**src/rtl/adder_arbiter_if.sv**
```systemverilog
// Request, adder and result bundle for the shared-adder arbiter.
// master is the arbiter side; slave is the requester/adder side.
interface adder_arbiter_if #(
  parameter int NREQ      = 4,
  parameter int DIM       = 2,
  parameter int WIDTH     = 16,
  parameter int RES_WIDTH = WIDTH + 4,
  parameter int ID_WIDTH  = 2
);
  logic [NREQ-1:0]           req_valid;
  logic [NREQ*DIM*WIDTH-1:0] req_vector;
  logic [NREQ-1:0]           req_ready;
  logic [DIM*WIDTH-1:0]      adder_vector;
  logic                      adder_start;
  logic                      adder_finished;
  logic [RES_WIDTH-1:0]      adder_sum;
  logic                      res_valid;
  logic [ID_WIDTH-1:0]       res_id;
  logic [RES_WIDTH-1:0]      res_sum;
  logic                      res_error;
  logic                      busy;

  modport master (
    input  req_valid,
    input  req_vector,
    input  adder_finished,
    input  adder_sum,
    output req_ready,
    output adder_vector,
    output adder_start,
    output res_valid,
    output res_id,
    output res_sum,
    output res_error,
    output busy
  );

  modport slave (
    output req_valid,
    output req_vector,
    output adder_finished,
    output adder_sum,
    input  req_ready,
    input  adder_vector,
    input  adder_start,
    input  res_valid,
    input  res_id,
    input  res_sum,
    input  res_error,
    input  busy
  );
endinterface

```
**src/rtl/adder_arbiter.sv**
```systemverilog
// Round-robin arbiter sharing one parallelAdder between NREQ requesters,
// with a watchdog that aborts an operation whose adder never finishes.
module adder_arbiter #(
  parameter int DIM       = 2,
  parameter int WIDTH     = 16,
  parameter int RES_WIDTH = WIDTH + 4,
  parameter int NREQ      = 4,
  parameter int ID_WIDTH  = 2,
  parameter int TIMEOUT   = 64
) (
  input logic            Clock,
  input logic            Reset,
  adder_arbiter_if.master bus
);

  localparam int VW = DIM * WIDTH;
  localparam int CW = $clog2(TIMEOUT + 1);

  typedef enum logic [1:0] {
    IDLE,
    ISSUE,
    WAIT,
    DONE
  } state_t;

  state_t state, state_n;

  logic [ID_WIDTH-1:0]  ptr;
  logic [ID_WIDTH-1:0]  grant;
  logic [ID_WIDTH-1:0]  win_id;
  logic                 found;
  logic [CW-1:0]        cnt;
  logic [VW-1:0]        vec_q;
  logic [RES_WIDTH-1:0] sum_q;
  logic                 err_q;
  logic [ID_WIDTH-1:0]  id_q;
  logic                 tmo;
  logic [VW-1:0]        slices [NREQ];

  for (genvar g = 0; g < NREQ; g++) begin : g_slice
    assign slices[g] = bus.req_vector[g*VW +: VW];
  end

  // Upward search from ptr, wrapping at NREQ (not at 2**ID_WIDTH).
  always_comb begin
    logic [ID_WIDTH:0] s;
    win_id = '0;
    found  = 1'b0;
    s      = '0;
    for (int i = 0; i < NREQ; i++) begin
      s = {1'b0, ptr} + (ID_WIDTH+1)'(i);
      if (s >= (ID_WIDTH+1)'(NREQ))
        s = s - (ID_WIDTH+1)'(NREQ);
      if (!found && bus.req_valid[s[ID_WIDTH-1:0]]) begin
        found  = 1'b1;
        win_id = s[ID_WIDTH-1:0];
      end
    end
  end

  assign tmo = (cnt == CW'(TIMEOUT - 1));

  always_comb begin
    state_n         = state;
    bus.req_ready   = '0;
    bus.adder_start = 1'b0;
    bus.res_valid   = 1'b0;
    unique case (state)
      IDLE: begin
        if (found && !Reset) begin
          bus.req_ready = NREQ'(1) << win_id;
          state_n       = ISSUE;
        end
      end
      ISSUE: begin
        bus.adder_start = 1'b1;
        state_n         = WAIT;
      end
      WAIT: begin
        if (bus.adder_finished || tmo)
          state_n = DONE;
      end
      DONE: begin
        bus.res_valid = 1'b1;
        state_n       = IDLE;
      end
      default: state_n = IDLE;
    endcase
  end

  always_ff @(posedge Clock) begin
    if (Reset) begin
      state <= IDLE;
      ptr   <= '0;
      cnt   <= '0;
      grant <= '0;
      vec_q <= '0;
      sum_q <= '0;
      err_q <= 1'b0;
      id_q  <= '0;
    end else begin
      state <= state_n;
      unique case (state)
        IDLE: begin
          if (found) begin
            vec_q <= slices[win_id];
            grant <= win_id;
          end
        end
        ISSUE: cnt <= '0;
        WAIT: begin
          cnt <= cnt + CW'(1);
          // A finish on the timeout cycle still counts as success.
          if (bus.adder_finished) begin
            sum_q <= bus.adder_sum;
            err_q <= 1'b0;
            id_q  <= grant;
          end else if (tmo) begin
            sum_q <= '0;
            err_q <= 1'b1;
            id_q  <= grant;
          end
        end
        DONE: begin
          if (grant == ID_WIDTH'(NREQ - 1))
            ptr <= '0;
          else
            ptr <= grant + ID_WIDTH'(1);
        end
        default: ;
      endcase
    end
  end

  assign bus.adder_vector = vec_q;
  assign bus.res_sum      = sum_q;
  assign bus.res_error    = err_q;
  assign bus.res_id       = id_q;
  assign bus.busy         = (state != IDLE);

endmodule
```
**src/flat_wrapper.sv**
```systemverilog
// flat-port wrapper written by rule: the top's interface ports become plain ports
module adder_arbiter_flat 
#(
  parameter int DIM       = 2,
  parameter int WIDTH     = 16,
  parameter int RES_WIDTH = WIDTH + 4,
  parameter int NREQ      = 4,
  parameter int ID_WIDTH  = 2,
  parameter int TIMEOUT   = 64
)
  (Clock, Reset, bus_req_valid, bus_req_vector, bus_adder_finished, bus_adder_sum, bus_req_ready, bus_adder_vector, bus_adder_start, bus_res_valid, bus_res_id, bus_res_sum, bus_res_error, bus_busy);
  adder_arbiter_if #(.NREQ(NREQ), .DIM(DIM), .WIDTH(WIDTH), .RES_WIDTH(RES_WIDTH), .ID_WIDTH(ID_WIDTH)) bus_i ();
  input logic Clock;
  input logic Reset;
  input wire logic [$bits(bus_i.req_valid)-1:0] bus_req_valid;
  input wire logic [$bits(bus_i.req_vector)-1:0] bus_req_vector;
  input wire logic [$bits(bus_i.adder_finished)-1:0] bus_adder_finished;
  input wire logic [$bits(bus_i.adder_sum)-1:0] bus_adder_sum;
  output wire logic [$bits(bus_i.req_ready)-1:0] bus_req_ready;
  output wire logic [$bits(bus_i.adder_vector)-1:0] bus_adder_vector;
  output wire logic [$bits(bus_i.adder_start)-1:0] bus_adder_start;
  output wire logic [$bits(bus_i.res_valid)-1:0] bus_res_valid;
  output wire logic [$bits(bus_i.res_id)-1:0] bus_res_id;
  output wire logic [$bits(bus_i.res_sum)-1:0] bus_res_sum;
  output wire logic [$bits(bus_i.res_error)-1:0] bus_res_error;
  output wire logic [$bits(bus_i.busy)-1:0] bus_busy;
  assign bus_i.req_valid = bus_req_valid;
  assign bus_i.req_vector = bus_req_vector;
  assign bus_i.adder_finished = bus_adder_finished;
  assign bus_i.adder_sum = bus_adder_sum;
  assign bus_req_ready = bus_i.req_ready;
  assign bus_adder_vector = bus_i.adder_vector;
  assign bus_adder_start = bus_i.adder_start;
  assign bus_res_valid = bus_i.res_valid;
  assign bus_res_id = bus_i.res_id;
  assign bus_res_sum = bus_i.res_sum;
  assign bus_res_error = bus_i.res_error;
  assign bus_busy = bus_i.busy;
  adder_arbiter #(.DIM(DIM), .WIDTH(WIDTH), .RES_WIDTH(RES_WIDTH), .NREQ(NREQ), .ID_WIDTH(ID_WIDTH), .TIMEOUT(TIMEOUT)) u_core (.Clock(Clock), .Reset(Reset), .bus(bus_i));
endmodule
```
**config.mk**
```make
export PLATFORM = sky130hd
export DESIGN_NAME = adder_arbiter_flat
export DESIGN_NICKNAME = d
export VERILOG_FILES = /design/src/rtl/adder_arbiter_if.sv /design/src/rtl/adder_arbiter.sv /design/src/flat_wrapper.sv
export SDC_FILE = /design/constraint.sdc
export NUM_CORES = 1
export LEC_CHECK = 0
export BUFFER_PORTS_ARGS = -buffer_cell sky130_fd_sc_hd__buf_4
export CAP_MARGIN = 0
export CORE_ASPECT_RATIO = 1.1
export CORE_MARGIN = 2
export CORE_UTILIZATION = 41
export CTS_BUF_LIST = sky130_fd_sc_hd__clkbuf_8
export CTS_CLUSTER_DIAMETER = 100
export DETAILED_ROUTE_END_ITERATION = 8
export PLACE_DENSITY_LB_ADDON = 0.08
export SLEW_MARGIN = 10
export SYNTH_ARGS = -nofsm -noshare
export SYNTH_HDL_FRONTEND = slang
export SYNTH_SLANG_ARGS = --single-unit
```
**constraint.sdc**
```tcl
create_clock -name Clock -period 2.4 [get_ports Clock]
set_input_delay 0.48 -clock Clock [delete_from_list [all_inputs] [get_ports Clock]]
set_output_delay 0.48 -clock Clock [all_outputs]
set_load 0.005 [all_outputs]
```
==> metrics.yaml <==
outcome:
  status: "finished clean"
routing:
  detail_routed_via_count_per_cell: 5.13
  route.vias.total: 3418
  drt_iter0_drc: 96
  finalWirelength_mm: 10.5
  post_drt_wl_per_cell_um: 15.8
  drc: 0
  detail_route.first_pass.iterations: 5
  ant_nets: 0
clock_network:
  cts_root_buffer: "sky130_fd_sc_hd__clkbuf_8"
  tritoncts: "yes"
  clock_slew_at_the_register_clock_pins_of_the_worst_setup_and_hold_paths_ns: 0.07
  max-clock-path-buffers: 2
  cts-hold-fix-buffers: 0
  cts_max_level: 3
  numCtsBuffers: 9
  cts_repair_resize_count: 0
  number_of_buffers_inserted_to_repair_setup_after_cts: 0
  clock_sinks: 68
  worst_skew_pair.late_latency_ns: 0.33
logic_synthesis:
  post_synth_mux_area_share_pct: 21.8
  synth_cell_type_count: 32
  synth_compound_area_share_pct: 16.0
  postSynthRegisterBits: 68
  synth_area_um2: 3270
  post_synth_fa_ha_maj_area_fraction_pct: 2.30
  combinational_family_with_the_most_area_after_synthesis: "multiplexers"
  synth-seq-area-share_pct: 41.7
  mappedNetlistNets: 504
  synth_simple_gate_area_share_pct: 12.3
  yosys_warnings: 0
  avgSynthCellArea_um2: 9.52
  post_synth_inst_count: 343
  post_synth_xor_area_fraction_pct: 1.07
floorplan:
  placementRows: 34
  design.die.area_um2: 8700
  core-area_um2: 7830
  initial_core_util_pct: 41.7
  die_width_um: 89.1
  die_y_um: 97.6
  pin_count: 217
finish:
  num_antenna_cells: 0
  layout_commonest_cell: "sky130_fd_sc_hd__buf_4"
  synthToLayoutAreaGrowth_pct: 57.7
  layout_common_cells: "sky130_fd_sc_hd__buf_4, sky130_fd_sc_hd__mux2i_1, sky130_fd_sc_hd__dfxtp_1"
  layout-drive-gt1-share_pct: 44.1
  nets: 715
timing:
  final-max-slew-violation-count: 0
  worst_pin_slew_ns: 0.761
  timing.setup.tns_ns: 0
  timing.max_slew.rel_slack_pct: 49.3
  setup_viol: 0
  fin_crit_sh_pct: 90.7
  timing.fmax_mhz: 459
  setup_ws_ns: 0.223
  fin_worst_skew_ns: 0.00793
  minimum_period_implied_by_the_final_worst_setup_slack_ns: 2.18
  finalHoldViolations: 0
  grt_setup_unrepaired: "false"
setup_path:
  r2r.worst_path.cells: 6
  reg_to_reg_startpoint: "u_core.ptr[0]"
  category_of_the_critical_setup_timing_path: "register to primary output"
  crit_required_ns: 1.92
  setup.worst_path.start_class: "register"
  worst-path-stages: 6
  cp_data_arrival_time_ns: 1.70
  timing.critical_path.cells: "nor2b_1 -> o21a_1 -> nor3_2 -> nand2_1 -> nor2_1 -> buf_4"
  cpPeakStageDelay_ns: 0.36
  crit_family: "simple AND/OR/NAND/NOR gates"
  critPathSlowestCell: "sky130_fd_sc_hd__dfxtp_1"
  critical_path_peak_fanout: 6
  path_buf_inv: 1
  timing.critical_path.from: "u_core.ptr[0]"
  crit_path_end_kind: "primary output"
global_routing:
  top_usage_layer: "met2"
  grt_start_max_net_pins: 44
  use_met2_pct: 41.7
  grt.total_usage_pct: 23.2
  grt.met3_usage_pct: 5.69
  grt_antenna_before_repair: 0
  grt_first_pass_wirelength_mm: 16.0
  grt_overflow: 0
  globalRouteMet1Util_pct: 25.9
  first_global_vias: 3394
place:
  gp_routability_congestion: 0.759
  dp.final_hpwl_mm: 8.03
  detailedPlace.worstSlack_ns: 0.100
  number_of_i_o_port_buffers: 216
flow_run:
  maximum_capacitance_violations: 0
pwr:
  powerDensity_nw_per_um2: 792
  total_leakage_power_nw: 2.35
  fin_total_pwr_mw: 4.08
  ir_worst_vdd_mv: 0.556
worst_hold_path:
  holdPathStages: 3
  hold_start: "bus_adder_sum[14]"
  worst_hold_path_type: "input port to register"
[area by class of cell]
| cell class | count | area, um2 |
|---|---|---|
| Sequential cell | 68 | 1360 |
| Timing Repair Buffer | 227 | 1720 |
| Inverter | 5 | 18.8 |
| Clock buffer | 10 | 138 |
| Tap cell | 108 | 135 |
| Fill cell | 701 | 2680 |
| Multi-Input combinational cell | 243 | 1750 |
| Clock inverter | 5 | 28.8 |
[metal layers]
metal	part of all wire [%]	up-vias
met5	0	-
met4	1.7	0
met3	8.9	15
met2	52	141
met1	38	1588
li1	-	1674
[sequential cells by signal, indices dropped and copies added (netlist names)]
register and count:
u_core.bus.adder_vector 32, u_core.bus.res_sum 20, u_core.cnt 7, u_core.bus.res_id 2, u_core.grant 2, u_core.ptr 2
u_core.state 2, u_core.bus.res_error 1
[stage by stage]
stage / hold WS, ns / std cells / instance area, um2 / utilization (%)
after global routing: 0.407 / 666 / 5150 / 65.8
final: 0.397 / 666 / 5150 / 65.8
after detailed placement: 0.448 / 651 / 4980 / 63.6
after global placement: 0.443 / 651 / 4980 / 63.6
after floorplan: 0.453 / 343 / 3270 / -
after CTS: 0.387 / 666 / 5150 / 65.7
[worst reg2reg max path: stages, from the launching register on]
cell	delay, ns
sky130_fd_sc_hd__dfxtp_1	0.36
sky130_fd_sc_hd__nand2b_1	0.13
sky130_fd_sc_hd__and2b_1	0.13
sky130_fd_sc_hd__o32a_2	0.29
sky130_fd_sc_hd__buf_12	0.32
sky130_fd_sc_hd__mux2i_1	0.31
sky130_fd_sc_hd__o221ai_1	0.14
[cells in the mapped netlist]
cell                        n  area, um2
sky130_fd_sc_hd__inv_1      4       15.0
sky130_fd_sc_hd__nand3_1    1       5.00
sky130_fd_sc_hd__a21o_1     1       7.51
sky130_fd_sc_hd__dfxtp_1   68       1360
sky130_fd_sc_hd__o21ai_0    4       20.0
sky130_fd_sc_hd__a22oi_1   20        150
sky130_fd_sc_hd__xnor2_1    1       8.76
sky130_fd_sc_hd__mux2i_1   71        711
sky130_fd_sc_hd__nand4_1    3       18.8
sky130_fd_sc_hd__buf_4      1       7.51
sky130_fd_sc_hd__nor2_1    38        143
sky130_fd_sc_hd__o221ai_1  32        280
sky130_fd_sc_hd__buf_2     10       50.1
sky130_fd_sc_hd__ha_1       6       75.1
sky130_fd_sc_hd__o21bai_1   1       7.51
sky130_fd_sc_hd__nand2_1   38        143
sky130_fd_sc_hd__inv_2      1       3.75
sky130_fd_sc_hd__a221oi_1   1       8.76
sky130_fd_sc_hd__a21oi_1    6       30.0
sky130_fd_sc_hd__clkbuf_1  12       45.0
sky130_fd_sc_hd__and2_1     1       6.26
sky130_fd_sc_hd__and2b_1    1       7.51
sky130_fd_sc_hd__nand2b_1   5       31.3
sky130_fd_sc_hd__o21a_1     1       7.51
sky130_fd_sc_hd__clkbuf_2   1       5.00
sky130_fd_sc_hd__nor3_1     2       10.0
sky130_fd_sc_hd__or3_1      2       12.5
sky130_fd_sc_hd__o32a_1     1       10.0
sky130_fd_sc_hd__nor4_1     1       6.26
sky130_fd_sc_hd__buf_6      3       33.8
sky130_fd_sc_hd__xor2_1     3       26.3
sky130_fd_sc_hd__nor2b_1    3       18.8
[power breakdown]
part | total (mW) | switching [mW] | leakage [nW] | internal (mW)
clock network | 0.814 | 0.422 | 0.0917 | 0.392
logic | 1.70 | 0.795 | 1.70 | 0.905
registers | 1.56 | 0.157 | 0.556 | 1.41
total | 4.08 | 1.37 | 2.35 | 2.70
[path summary, 6_finish.rpt]
kind | endpoint | slack [ns]
worst min-delay path | u_core.bus.res_sum[14] | 0.40
worst max register to register | u_core.bus.adder_vector[30] | 0.58
worst max-delay path | bus_req_ready[3] | 0.22
worst min register to register | u_core.bus.adder_vector[6] | 0.46
[cells by family after synthesis]
logic type,count (synthesis)
AO/OA/AOI/OAI,67
buffers and inverters,32
adder cells (fa/ha/maj),6
flip-flops,68
AND/OR/NAND/NOR,95
XOR/XNOR,4
multiplexers,71
Note: power is estimated with default switching activity, not from simulation.
